[src/rtl/uart_pkg.sv]
// Shared constants and FSM encoding for the 8N1 UART transmit/receive pair.
package uart_pkg;

  localparam int unsigned DATA_BITS         = 8;
  localparam int unsigned STOP_BITS         = 1;
  localparam int unsigned CLKS_PER_BIT_9600 = 10417;

  typedef enum logic [1:0] {
    StIdle,
    StStart,
    StData,
    StStop
  } tx_state_e;

endpackage

[src/rtl/uart_tx_fifo.sv]
// Single-clock byte queue feeding the UART transmitter; the head entry is always visible on rdata.
module uart_tx_fifo
  import uart_pkg::*;
#(
  parameter int unsigned FIFO_DEPTH = 4,
  parameter int unsigned WIDTH      = DATA_BITS
) (
  input  logic             clk_100MHZ,
  input  logic             reset,
  input  logic             push,
  input  logic [WIDTH-1:0] wdata,
  input  logic             pop,
  output logic [WIDTH-1:0] rdata,
  output logic             full,
  output logic             empty
);

  localparam int unsigned PtrW = $clog2(FIFO_DEPTH);
  localparam int unsigned CntW = PtrW + 1;

  logic [WIDTH-1:0] mem_q [FIFO_DEPTH];
  logic [PtrW-1:0]  wr_ptr_q, rd_ptr_q;
  logic [CntW-1:0]  count_q;
  logic             push_ok, pop_ok;

  // A push while full is dropped even if a pop frees a slot this same cycle.
  assign push_ok = push && !full;
  assign pop_ok  = pop && !empty;

  assign full  = (count_q == CntW'(FIFO_DEPTH));
  assign empty = (count_q == '0);
  assign rdata = mem_q[rd_ptr_q];

  always_ff @(posedge clk_100MHZ) begin
    if (reset) begin
      wr_ptr_q <= '0;
      rd_ptr_q <= '0;
      count_q  <= '0;
    end else begin
      if (push_ok) wr_ptr_q <= wr_ptr_q + PtrW'(1);
      if (pop_ok)  rd_ptr_q <= rd_ptr_q + PtrW'(1);
      if (push_ok && !pop_ok) begin
        count_q <= count_q + CntW'(1);
      end else if (!push_ok && pop_ok) begin
        count_q <= count_q - CntW'(1);
      end
    end
  end

  always_ff @(posedge clk_100MHZ) begin
    if (push_ok) mem_q[wr_ptr_q] <= wdata;
  end

endmodule

[src/rtl/uart_tx.sv]
// 8N1 UART transmitter: queued bytes are serialised LSB first on a registered, idle-high line.
module uart_tx
  import uart_pkg::*;
#(
  parameter int unsigned CLKS_PER_BIT = CLKS_PER_BIT_9600,
  parameter int unsigned FIFO_DEPTH   = 4
) (
  input  logic                 clk_100MHZ,
  input  logic                 reset,
  input  logic [DATA_BITS-1:0] data_in,
  input  logic                 data_valid,
  output logic                 fifo_full,
  output logic                 overflow,
  output logic                 tx_out,
  output logic                 tx_busy,
  output logic                 tx_done
);

  localparam int unsigned BaudW = $clog2(CLKS_PER_BIT);
  localparam int unsigned BitW  = $clog2(DATA_BITS + 1);

  localparam logic [BaudW-1:0] BaudLast = BaudW'(CLKS_PER_BIT - 1);
  localparam logic [BitW-1:0]  BitLast  = BitW'(DATA_BITS - 1);

  tx_state_e            state_q, state_d;
  logic [BaudW-1:0]     baud_q, baud_d;
  logic [BitW-1:0]      bit_q, bit_d;
  logic [DATA_BITS-1:0] shift_q, shift_d;
  logic                 tx_out_q, tx_out_d;
  logic                 tx_busy_q, tx_busy_d;
  logic                 tx_done_q, tx_done_d;
  logic                 overflow_q;

  logic                 fifo_pop;
  logic                 fifo_empty;
  logic [DATA_BITS-1:0] fifo_head;
  logic                 baud_tick;

  uart_tx_fifo #(
    .FIFO_DEPTH (FIFO_DEPTH),
    .WIDTH      (DATA_BITS)
  ) u_fifo (
    .clk_100MHZ (clk_100MHZ),
    .reset      (reset),
    .push       (data_valid),
    .wdata      (data_in),
    .pop        (fifo_pop),
    .rdata      (fifo_head),
    .full       (fifo_full),
    .empty      (fifo_empty)
  );

  assign baud_tick = (baud_q == BaudLast);

  always_comb begin
    state_d   = state_q;
    baud_d    = baud_q;
    bit_d     = bit_q;
    shift_d   = shift_q;
    fifo_pop  = 1'b0;
    tx_done_d = 1'b0;
    unique case (state_q)
      StIdle: begin
        if (!fifo_empty) begin
          fifo_pop = 1'b1;
          shift_d  = fifo_head;
          baud_d   = '0;
          bit_d    = '0;
          state_d  = StStart;
        end
      end
      StStart: begin
        if (baud_tick) begin
          baud_d  = '0;
          state_d = StData;
        end else begin
          baud_d = baud_q + BaudW'(1);
        end
      end
      StData: begin
        if (baud_tick) begin
          baud_d  = '0;
          shift_d = {1'b0, shift_q[DATA_BITS-1:1]};
          bit_d   = bit_q + BitW'(1);
          if (bit_q == BitLast) state_d = StStop;
        end else begin
          baud_d = baud_q + BaudW'(1);
        end
      end
      StStop: begin
        if (baud_tick) begin
          tx_done_d = 1'b1;
          baud_d    = '0;
          // Chain straight into the next start bit when more data is waiting.
          if (!fifo_empty) begin
            fifo_pop = 1'b1;
            shift_d  = fifo_head;
            bit_d    = '0;
            state_d  = StStart;
          end else begin
            state_d = StIdle;
          end
        end else begin
          baud_d = baud_q + BaudW'(1);
        end
      end
      default: state_d = StIdle;
    endcase
  end

  // Line, busy and done are all registered off the current state so they stay cycle-aligned.
  always_comb begin
    tx_out_d = 1'b1;
    unique case (state_q)
      StStart: tx_out_d = 1'b0;
      StData:  tx_out_d = shift_q[0];
      default: tx_out_d = 1'b1;
    endcase
    tx_busy_d = (state_q != StIdle) || !fifo_empty;
  end

  always_ff @(posedge clk_100MHZ) begin
    if (reset) begin
      state_q    <= StIdle;
      baud_q     <= '0;
      bit_q      <= '0;
      shift_q    <= '0;
      tx_out_q   <= 1'b1;
      tx_busy_q  <= 1'b0;
      tx_done_q  <= 1'b0;
      overflow_q <= 1'b0;
    end else begin
      state_q    <= state_d;
      baud_q     <= baud_d;
      bit_q      <= bit_d;
      shift_q    <= shift_d;
      tx_out_q   <= tx_out_d;
      tx_busy_q  <= tx_busy_d;
      tx_done_q  <= tx_done_d;
      overflow_q <= overflow_q | (data_valid & fifo_full);
    end
  end

  assign tx_out   = tx_out_q;
  assign tx_busy  = tx_busy_q;
  assign tx_done  = tx_done_q;
  assign overflow = overflow_q;

endmodule

[config.mk]
export PLATFORM = sky130hd
export DESIGN_NAME = uart_tx
export DESIGN_NICKNAME = d
export VERILOG_FILES = /design/src/rtl/uart_pkg.sv /design/src/rtl/uart_tx_fifo.sv /design/src/rtl/uart_tx.sv
export SDC_FILE = /design/constraint.sdc
export NUM_CORES = 1
export LEC_CHECK = 0
export ABC_AREA = 1
export CORE_MARGIN = 5
export CORE_UTILIZATION = 40
export DETAILED_ROUTE_END_ITERATION = 8
export GPL_ROUTABILITY_DRIVEN = 1
export PLACE_DENSITY = 0.67
export SYNTH_ARGS = -nofsm -noshare
export SYNTH_HDL_FRONTEND = slang
export SYNTH_SLANG_ARGS = --single-unit
export TNS_END_PERCENT = 100
[constraint.sdc]
create_clock -name clk_100MHZ -period 2.65 [get_ports clk_100MHZ]
set_clock_uncertainty 0.1 [all_clocks]
set_input_delay 0.265 -clock clk_100MHZ [delete_from_list [all_inputs] [get_ports clk_100MHZ]]
set_output_delay 0.265 -clock clk_100MHZ [all_outputs]
set_load 0.01 [all_outputs]
==> results of run 1 <==
## stage by stage
| stage | hold slack [ns] | setup slack [ns] | area (um^2) | utilization [%] | instances |
|---|---|---|---|---|---|
| 2_1_floorplan | 0.242 | 0.470 | 3560 | - | 433 |
| 3_3_place_gp | 0.341 | 0.354 | 3840 | 44.2 | 552 |
| 3_5_place_dp | 0.346 | 0.266 | 3840 | 44.2 | 552 |
| 4_1_cts | 0.361 | 0.255 | 4020 | 46.4 | 568 |
| 5_1_grt | 0.370 | 0.00319 | 4020 | 46.4 | 568 |
| 6_report | 0.358 | 0.275 | 4020 | 46.4 | 568 |
## logic make-up after synthesis
logic type,count (synthesis),synth area share [%]
AOI/OAI and AO/OA,76,11.7
xor gates and xnor gates,3,0.738
adders and majority gates,15,5.48
buffers and inverters,56,6.71
DFF,73,50.0
and+or+nand+nor,210,25.4
## placed cells by master (no fill, tap or decap), drive strengths merged
cell / instances
nand2: 108
nor2: 65
inv: 45
dfxtp: 41
a21oi: 38
o21ai: 33
edfxtp: 32
nand3: 28
clkdlybuf4s50: 15
ha: 14
clkbuf: 9
buf: 9
o21bai: 3
nand3b: 3
clkinv: 3
o211ai: 2
or2: 2
xor2: 2
nand4: 2
clkinvlp: 2
nor3: 2
xnor2: 1
fa: 1
## how the worst min path moves through the flow
stage	from	end	slack, ns	cells past startpoint
after detailed placement	overflow	overflow	0.35	2
after global placement	overflow	overflow	0.34	2
final	overflow	overflow	0.36	2
after CTS	overflow	overflow	0.36	2
after floorplan	reset	tx_done	0.24	1
after global routing	overflow	overflow	0.37	2
## power by group through the flow
stage / Clock, mW / Combinational [mW] / Sequential, mW
after global routing: 0.886 / 1.48 / 1.50
after CTS: 0.841 / 1.28 / 1.47
after floorplan: 0 / 1.00 / 1.47
after global placement: 0 / 1.25 / 1.49
after detailed placement: 0 / 1.27 / 1.50
final: 0.810 / 1.27 / 1.47
## registers in the layout (all words and copies together) (netlist names), named ones only
name / flops
u_fifo.count_q: 3
bit_q: 4
tx_done: 1
u_fifo.mem_q: 32
u_fifo.wr_ptr_q: 2
tx_busy: 1
overflow: 1
shift_q: 8
baud_q: 14
tx_out: 1
u_fifo.rd_ptr_q: 2
state_q: 2
## cell type report
class	instances	area share, %
clock buffers	9	3.08
clock inverters	7	1.52
flip-flops and latches	73	44.3
inverters	43	4.04
well taps	108	3.36
multi-input cells	304	38.3
repair buffers	24	5.41
## metal layers
layer | vias up | routed length, um
met4 | 0 | 105
met1 | 1298 | 3520
met3 | 9 | 208
met2 | 36 | 3260
li1 | 1458 | -
met5 | - | 0
## timing repair
action                     in CTS  in global routing
buffers inserted                0                  0
gates resized for setup         0                  1
setup endpoints to repair       0                  1
## worst max-delay path, stage by stage (launching register included)
cell and delay, ns:
dfxtp_1 0.37, inv_1 0.07, ha_1 0.20, inv_1 0.06, nor2_1 0.03, nand2_1 0.06
nor2_1 0.05, nand3_1 0.07, nand2_1 0.10, nand2_1 0.10, ha_1 0.15, inv_1 0.07
fa_1 0.39, a21oi_1 0.14, o21ai_0 0.10, o21ai_0 0.16, a21oi_1 0.05
==> results.md, run 1 <==
* Status: complete, no violations
* Worst setup SP type: register
* Sequential cell area at 1780 um^2
* Max Cap Viol at 0
* Final wirelength at 7090 um
* # setup viols final at 0
* Endpoints failing hold at 0
* Worst-Margin Slew at 0.659 ns
* TritonCTS clock tree: done
* GR Layer Usage met3 at 2.86%
* Placer congestion estimate at 0.821
* Leak Pwr at 1.60 nW
* Seq pwr share at 41.5%
* DP HPWL at 4830 um
* Main flop type after synthesis: dfxtp_1
* Most instantiated cells after synthesis: 101 x nand2_1, 60 x nor2_1, 41 x dfxtp_1
* Combinational share of power at 35.7%
* Most frequent cell after synthesis: nand2_1
* Antenna violation net count after detailed routing at 0
* Relative slew slack at 56.0%
* Top cell type by total area after synthesis: edfxtp_1
* Area Overhead vs Synth at 13.0%
* Synth top area share at 27.0%
* Yosys Warn Count at 0
* Post-Synthesis Cells at 433
* Worst path arrival time at 2.51 ns
* # fillers at 871
* Register bit total from synthesis at 73
* Synth unique cells at 33
* P_sw at 1.38 mW
* Internal power at 2.17 mW
* Met2 Resource Use GR at 20.9%
* Die X-Extent at 104 um
* Layout cell share with drive strength beyond 1 at 11.5%
* Post-synth EDFFs at 32
* Cts bufs inserted at 9
* # IOs at 16
* R2r endpoint: u_fifo.count_q[2]
* Largest cells by area after synthesis: edfxtp_1 27%, dfxtp_1 23%, nand2_1 11%, nor2_1 6.3%, a21oi_1 5.2%
* Number of vias per cell at 4.93
* FFs w/ async S/R, synth at 0%
* R2r setup slk at 0.28 ns
* Syn avg cell area at 8.22 um^2
* Max Root-Sink Buffers at 2
* Die Y at 104 um
* Share of power burned in the clock network at 22.8%
* First-pass GRT wire length at 12,300 um
* Synth Cell Area at 3560 um^2
* Fin. max-slew vios at 0
* Number of port buffers at 15
* Largest net degree at the start of global routing at 22
* Vias in the first global route at 2,644
* Die ar. at 10,900 um^2
* Setup TNS at 0 ns
* Max Fclk at 0.421 GHz
* Clk_lat worst skew at 0.35 ns
* CP Class: register to register
* Via Count at 2,801
* Critical path origin: baud_q[0]
* GRT overflow at 0
* Sw Ratio at 38.9%
* Hold_buf cts at 0
* Layer with the highest usage: met2
* Crit. End Element: register
* Sequential element share of the synthesized area at 50.0%
* Net count after synthesis at 459
* FF-to-FF Start: baud_q[0]
* Final period utilization at 89.6%
* All-Layer GR Usage at 13.6%
* # clock sinks at 73
* Minimum clock period at 2.37 ns
* Reg2Reg Depth at 16
* Core box area at 8680 um^2
* CP max FO at 4
* Root Buffer: clkbuf_8
* TritonRoute pass-1 iters at 4
* Initial antenna violation count at 0
* # nets final at 481
* Grt met1 use at 18.5%
* Drt drc at 0
* End of the critical path: u_fifo.count_q[2]
* # rows at 34
* Initial DRC count at 188
* Power Dens Cells at 882 nW/um^2
* Unrepaired setup endpoints after global routing: no
* Drt wl/cell at 12.5 um
* Worst path required time at 2.79 ns
* Worst hold path class: register to register
* Starting Density at 41.0%
* Clock transition at path regs at 0.08 ns
* Area occupied by multi-input gates at 1540 um^2
* Power Total at 3.55 mW
* Max VDD drop at 0.343 mV
* ANT cells at 0
* H-tree depth at 3
Power figures use the tool's default switching activity.
==> inputs of run 2 (changes only) <==
--- a/config.mk
+++ b/config.mk
@@ -8,6 +8,7 @@
 export ABC_AREA = 1
 export CORE_MARGIN = 5
 export CORE_UTILIZATION = 40
+export CTS_BUF_LIST = sky130_fd_sc_hd__clkbuf_4
 export DETAILED_ROUTE_END_ITERATION = 8
 export GPL_ROUTABILITY_DRIVEN = 1
 export PLACE_DENSITY = 0.67
==> constraint.sdc (replaced) <==
create_clock -name clk_100MHZ -period 2.65 [get_ports clk_100MHZ]
set_clock_uncertainty 0.1 [all_clocks]
set_input_delay 0.265 -clock clk_100MHZ [delete_from_list [all_inputs] [get_ports clk_100MHZ]]
set_output_delay 0.265 -clock clk_100MHZ [all_outputs]
set_load 0.005 [all_outputs]
==> run 2 against run 1 <==
Net effect: final cell count stayed put; worst setup slack improved by 0.032 ns; wire length about the same; sequential share of layout area grew 0.65 points; sequential cell count is the same; combinational power about the same; fmax rose by 1.4%; register-to-register slack gained 0.03 ns; critical path depth stayed put; global-route usage unchanged; highest routed layer unchanged; power down 4.8%; via count down 0.46%.
==> results.md, run 2 (same netlist as run 1, synthesis figures left out) <==
* Power Dens Cells at 851 nW/um^2
* # rows at 34
* Unrepaired setup endpoints after global routing: no
* Most common cell after layout, fill and taps aside: nand2_1
* Worst-Margin Slew at 0.649 ns
* Minimum clock period at 2.34 ns
* Post-CTS sizing at 0
* R2r endpoint: u_fifo.count_q[2]
* Initial DRC count at 172
* Number of vias per cell at 4.91
* Worst setup SP type: register
* Final Non-Filler Cells at 568
* TritonRoute pass-1 iters at 4
* Via Count at 2,788
* Endpoints failing hold at 0
* Cts bufs inserted at 9
* # IOs at 16
* Leak Pwr at 1.57 nW
* Top reg by flops: u_fifo.mem_q
* CP Class: register to register
* Worst path arrival time at 2.57 ns
* CP max FO at 4
* Top flop regs: u_fifo.mem_q x32, baud_q x14, shift_q x8
* Worst hold stages at 3
* # nets final at 481
* DP HPWL at 4830 um
* Initial antenna violation count at 0
* Crit path largest cell delay at 0.39 ns
* Core box area at 8680 um^2
* Placer congestion estimate at 0.821
* Root Buffer: clkbuf_4
* Status: complete, no violations
* Drt wl/cell at 12.5 um
* Post-CTS setup buffer count at 0
* Final period utilization at 88.4%
* Die ar. at 10,900 um^2
* Hold Path End: overflow
* Worst path required time at 2.87 ns
* Setup TNS at 0 ns
* Clk_lat worst skew at 0.43 ns
* Relative slew slack at 56.7%
* Final wirelength at 7100 um
* Antenna violation net count after detailed routing at 0
* Starting Density at 41.0%
* R2r setup slk at 0.31 ns
* Worst hold path class: input port to register
* First-pass GRT wire length at 12,200 um
* Hold_buf cts at 0
* GRT overflow at 0
* Crit. End Element: register
* # placed instances at 552
* Max Fclk at 0.427 GHz
* Layout cell share with drive strength beyond 1 at 11.7%
* TritonCTS clock tree: done
* Hold wc startpoint: data_valid
* Crit-path slowest cell: dfxtp_1
* Area Overhead vs Synth at 11.5%
* Cells along the critical path: inv_1, ha_1, inv_1, nor2_1, nand2_1, nor2_1, nand3_1, nand2_1, nand2_1, ha_1, inv_1, fa_1, a21oi_1, o21ai_0, o21ai_0, a21oi_1
* All-Layer GR Usage at 13.6%
* ANT cells at 0
* Die X-Extent at 104 um
* Clock transition at path regs at 0.13 ns
* Critical path origin: baud_q[1]
* Final hold slack at 0.313 ns
* # setup viols final at 0
* Die Y at 104 um
* Fin. max-slew vios at 0
* Max VDD drop at 0.333 mV
* Vias in the first global route at 2,634
* Max FFs per register at 32
* # fillers at 877
* # clock sinks at 73
* Max Cap Viol at 0
* Reg2Reg Depth at 16
* Most frequent cells in the layout: 101 x nand2_1, 60 x nor2_1, 39 x dfxtp_1
* Drt drc at 0
* H-tree depth at 3
* FF-to-FF Start: baud_q[1]
* Max Root-Sink Buffers at 2
* Largest net degree at the start of global routing at 22
* Final core occ at 45.7%
* Number of port buffers at 15
[run 2: cell types whose count changed in the layout (fill, tap and decap cells not counted)]
cell	before	now
dfxtp_1	40	39
clkbuf_8	9	0
clkbuf_4	0	9
dfxtp_2	1	2
[run 2: routing by layer]
layer / share of wire, % / global-route usage (%)
met1: 48 / 18.4
met2: 47 / 20.8
met3: 3.6 / 3.79
met4: 1.4 / 4.81
met5: 0 / 0
[run 2: where the power goes]
group / total [mW] / switching [mW] / internal, mW / leakage (nW)
clock: 0.646 / 0.438 / 0.208 / 0.0650
sequential: 1.47 / 0.113 / 1.36 / 0.629
combinational: 1.26 / 0.805 / 0.453 / 0.878
total: 3.38 / 1.36 / 2.02 / 1.57
[run 2: metrics by stage]
stage	total power, mW	area, um^2	setup slack, ns
2_1_floorplan	2.47	3560	0.470
3_3_place_gp	2.73	3840	0.354
3_5_place_dp	2.77	3840	0.266
4_1_cts	3.42	3970	0.242
5_1_grt	3.69	3970	0.0297
6_report	3.38	3970	0.307
[run 2: worst max-delay path, delay by kind of cell (launching register included)]
family	cells	cell delay, ns
adders and majority gates	3	0.72
AOI/OAI and AO/OA	4	0.45
and+or+nand+nor	6	0.41
DFF	1	0.39
buffers and inverters	3	0.19
[run 2: final cells by class]
| cell class | count | area [um^2] | area share, % |
|---|---|---|---|
| flip-flops and latches | 73 | 1780 | 45.0 |
| multi-input cells | 304 | 1540 | 38.8 |
| repair buffers | 24 | 218 | 5.49 |
| inverters | 43 | 163 | 4.10 |
| well taps | 108 | 135 | 3.40 |
| clock buffers | 9 | 67.6 | 1.70 |
| clock inverters | 7 | 61.3 | 1.54 |
[run 2: worst max path at each step]
stage	endpoint	slack, ns
after floorplan	u_fifo.count_q[2]	0.47
after global placement	u_fifo.count_q[2]	0.35
after detailed placement	u_fifo.count_q[2]	0.27
after CTS	u_fifo.count_q[2]	0.24
after global routing	u_fifo.count_q[2]	0.03
final	u_fifo.count_q[2]	0.31
==> inputs of run 3 (changes only) <==
--- a/config.mk
+++ b/config.mk
@@ -6,7 +6,6 @@
 export NUM_CORES = 1
 export LEC_CHECK = 0
 export ABC_AREA = 1
-export CORE_MARGIN = 5
 export CORE_UTILIZATION = 40
 export CTS_BUF_LIST = sky130_fd_sc_hd__clkbuf_4
 export DETAILED_ROUTE_END_ITERATION = 8
==> constraint.sdc (replaced) <==
create_clock -name clk_100MHZ -period 2.5 [get_ports clk_100MHZ]
set_clock_uncertainty 0.1 [all_clocks]
set_input_delay 0.25 -clock clk_100MHZ [delete_from_list [all_inputs] [get_ports clk_100MHZ]]
set_output_delay 0.25 -clock clk_100MHZ [all_outputs]
set_load 0.005 [all_outputs]
==> run 3 against run 2 <==
Net effect: die area fell by 15%; final area rose by 0.54%; clock-buffer cell count did not move; non-clock buffer count rose by 2; combinational power rose by 5%; worst setup slack got worse by 0.12 ns.
==> results.md, run 3 (same netlist as run 1, synthesis figures left out) <==
* Max FFs per register at 32
* First-pass GRT wire length at 11,500 um
* R2r endpoint: u_fifo.count_q[1]
* Final hold slack at 0.312 ns
* Unrepaired setup endpoints after global routing: yes
* # clock sinks at 73
* Clock transition at path regs at 0.13 ns
* Placer congestion estimate at 0.845
* Minimum clock period at 2.31 ns
* End of the critical path: u_fifo.count_q[1]
* Initial antenna violation count at 0
* FF-to-FF Start: baud_q[0]
* Area Overhead vs Synth at 12.1%
* Fin. max-slew vios at 0
* Routed met3 length at 185 um
* Stages on worst setup path at 14
* # fillers at 864
* Most common cell after layout, fill and taps aside: nand2_1
* Worst path arrival time at 2.52 ns
* Drt wl/cell at 11.9 um
* Die Y at 96.4 um
* # nets final at 483
* Max Root-Sink Buffers at 2
* Met2 wire length at 3110 um
* Worst setup SP type: register
* Starting Density at 41.0%
* Hold_buf cts at 0
* Drt drc at 0
* Die X-Extent at 96.4 um
* Final core occ at 46.0%
* Number of vias per cell at 4.85
* All-Layer GR Usage at 16.2%
* Die ar. at 9280 um^2
* TritonRoute pass-1 iters at 4
* # setup viols final at 0
* Top flop regs: u_fifo.mem_q x32, baud_q x14, shift_q x8
* Setup TNS at 0 ns
* Delay-heaviest family, CP: adder cells
* Relative slew slack at 54.6%
* Post-CTS setup buffer count at 0
* Largest net degree at the start of global routing at 22
* Final wirelength at 6760 um
* Max Fclk at 0.432 GHz
* Area occupied by multi-input gates at 1540 um^2
* Most frequent cells in the layout: 101 x nand2_1, 60 x nor2_1, 38 x inv_1, 38 x dfxtp_1, 37 x a21oi_1
* # rows at 34
* Root Buffer: clkbuf_4
* Placed Instance Area at 3850 um^2
* Crit path buffers/inverters at 3
* Power Dens Cells at 895 nW/um^2
* Crit-path slowest cell: fa_1
* # IOs at 16
* DR top layer: met4
* Power Total at 3.57 mW
* R2r setup slk at 0.19 ns
* Worst-Margin Slew at 0.680 ns
* Layout cell share with drive strength beyond 1 at 12.3%
* Cells along the critical path: inv_1, ha_1, inv_1, nor2_1, nand2_1, nor2_1, nand3_1, nand2_1, nand2_1, ha_1, inv_1, fa_1, o21ai_0, nor2_1
* Top reg by flops: u_fifo.mem_q
* Worst hold path class: input port to register
* Clk_lat worst skew at 0.41 ns
* Crit path largest cell delay at 0.41 ns
* Design Area, Final at 3990 um^2
* Max VDD drop at 0.479 mV
* Final period utilization at 92.5%
* Post-CTS sizing at 0
* Sequential cell area at 1790 um^2
* Leak Pwr at 1.59 nW
* DP HPWL at 4680 um
* GRT overflow at 0
* Worst path required time at 2.71 ns
* Initial DRC count at 102
* ANT cells at 0
* Vias in the first global route at 2,534
* Reg2Reg Depth at 14
* CP max FO at 4
* Max Cap Viol at 0
* Number of port buffers at 15
* Cts bufs inserted at 9
* H-tree depth at 3
* Status: complete, no violations
* Via Count at 2,767
* Antenna violation net count after detailed routing at 0
* CP Class: register to register
* Core box area at 8680 um^2
* Endpoints failing hold at 0
* Wl on met1 at 3390 um
* TritonCTS clock tree: done
* Crit. End Element: register
* Critical path origin: baud_q[0]
## run 3: power by group
part,internal (mW),switching [mW],total (mW)
Sequential,1.45,0.120,1.57
Clock,0.224,0.462,0.686
Combinational,0.468,0.850,1.32
## run 3: per-stage QoR
stage	worst slack (ns)	instances
finish	0.187	570
global route	-0.0335	570
CTS	0.137	570
detailed placement	0.150	554
global placement	0.229	554
floorplan	0.320	433
## run 3: routing by layer
| metal | vias to the layer above | global-route usage (%) |
|---|---|---|
| li1 | 1464 | - |
| met1 | 1265 | 22.1 |
| met2 | 31 | 25.2 |
| met3 | 7 | 3.08 |
| met4 | 0 | 6.74 |
| met5 | - | 0 |
## run 3: tightest hold or removal path: cells and delay by family
kind / cells / cell delay, ns
simple gates: 1 / 0.07
compound gates: 1 / 0.05
buf+inv: 1 / 0.42
## run 3: cell type report
type,count,area share [%]
clock buffer,9,1.69
clock inverter,7,1.60
inverter,43,4.08
multi-input combinational,304,38.6
sequential,73,44.8
tap,108,3.39
timing repair buffer,26,5.83
## run 3: worst min-delay path by stage
stage / cells past startpoint / slack (ns) / end / startpoint
final: 3 / 0.31 / overflow / data_valid
after global routing: 3 / 0.32 / overflow / data_valid
after CTS: 3 / 0.30 / overflow / data_valid
after detailed placement: 2 / 0.35 / overflow / overflow
after global placement: 2 / 0.34 / overflow / overflow
after floorplan: 1 / 0.23 / tx_done / reset
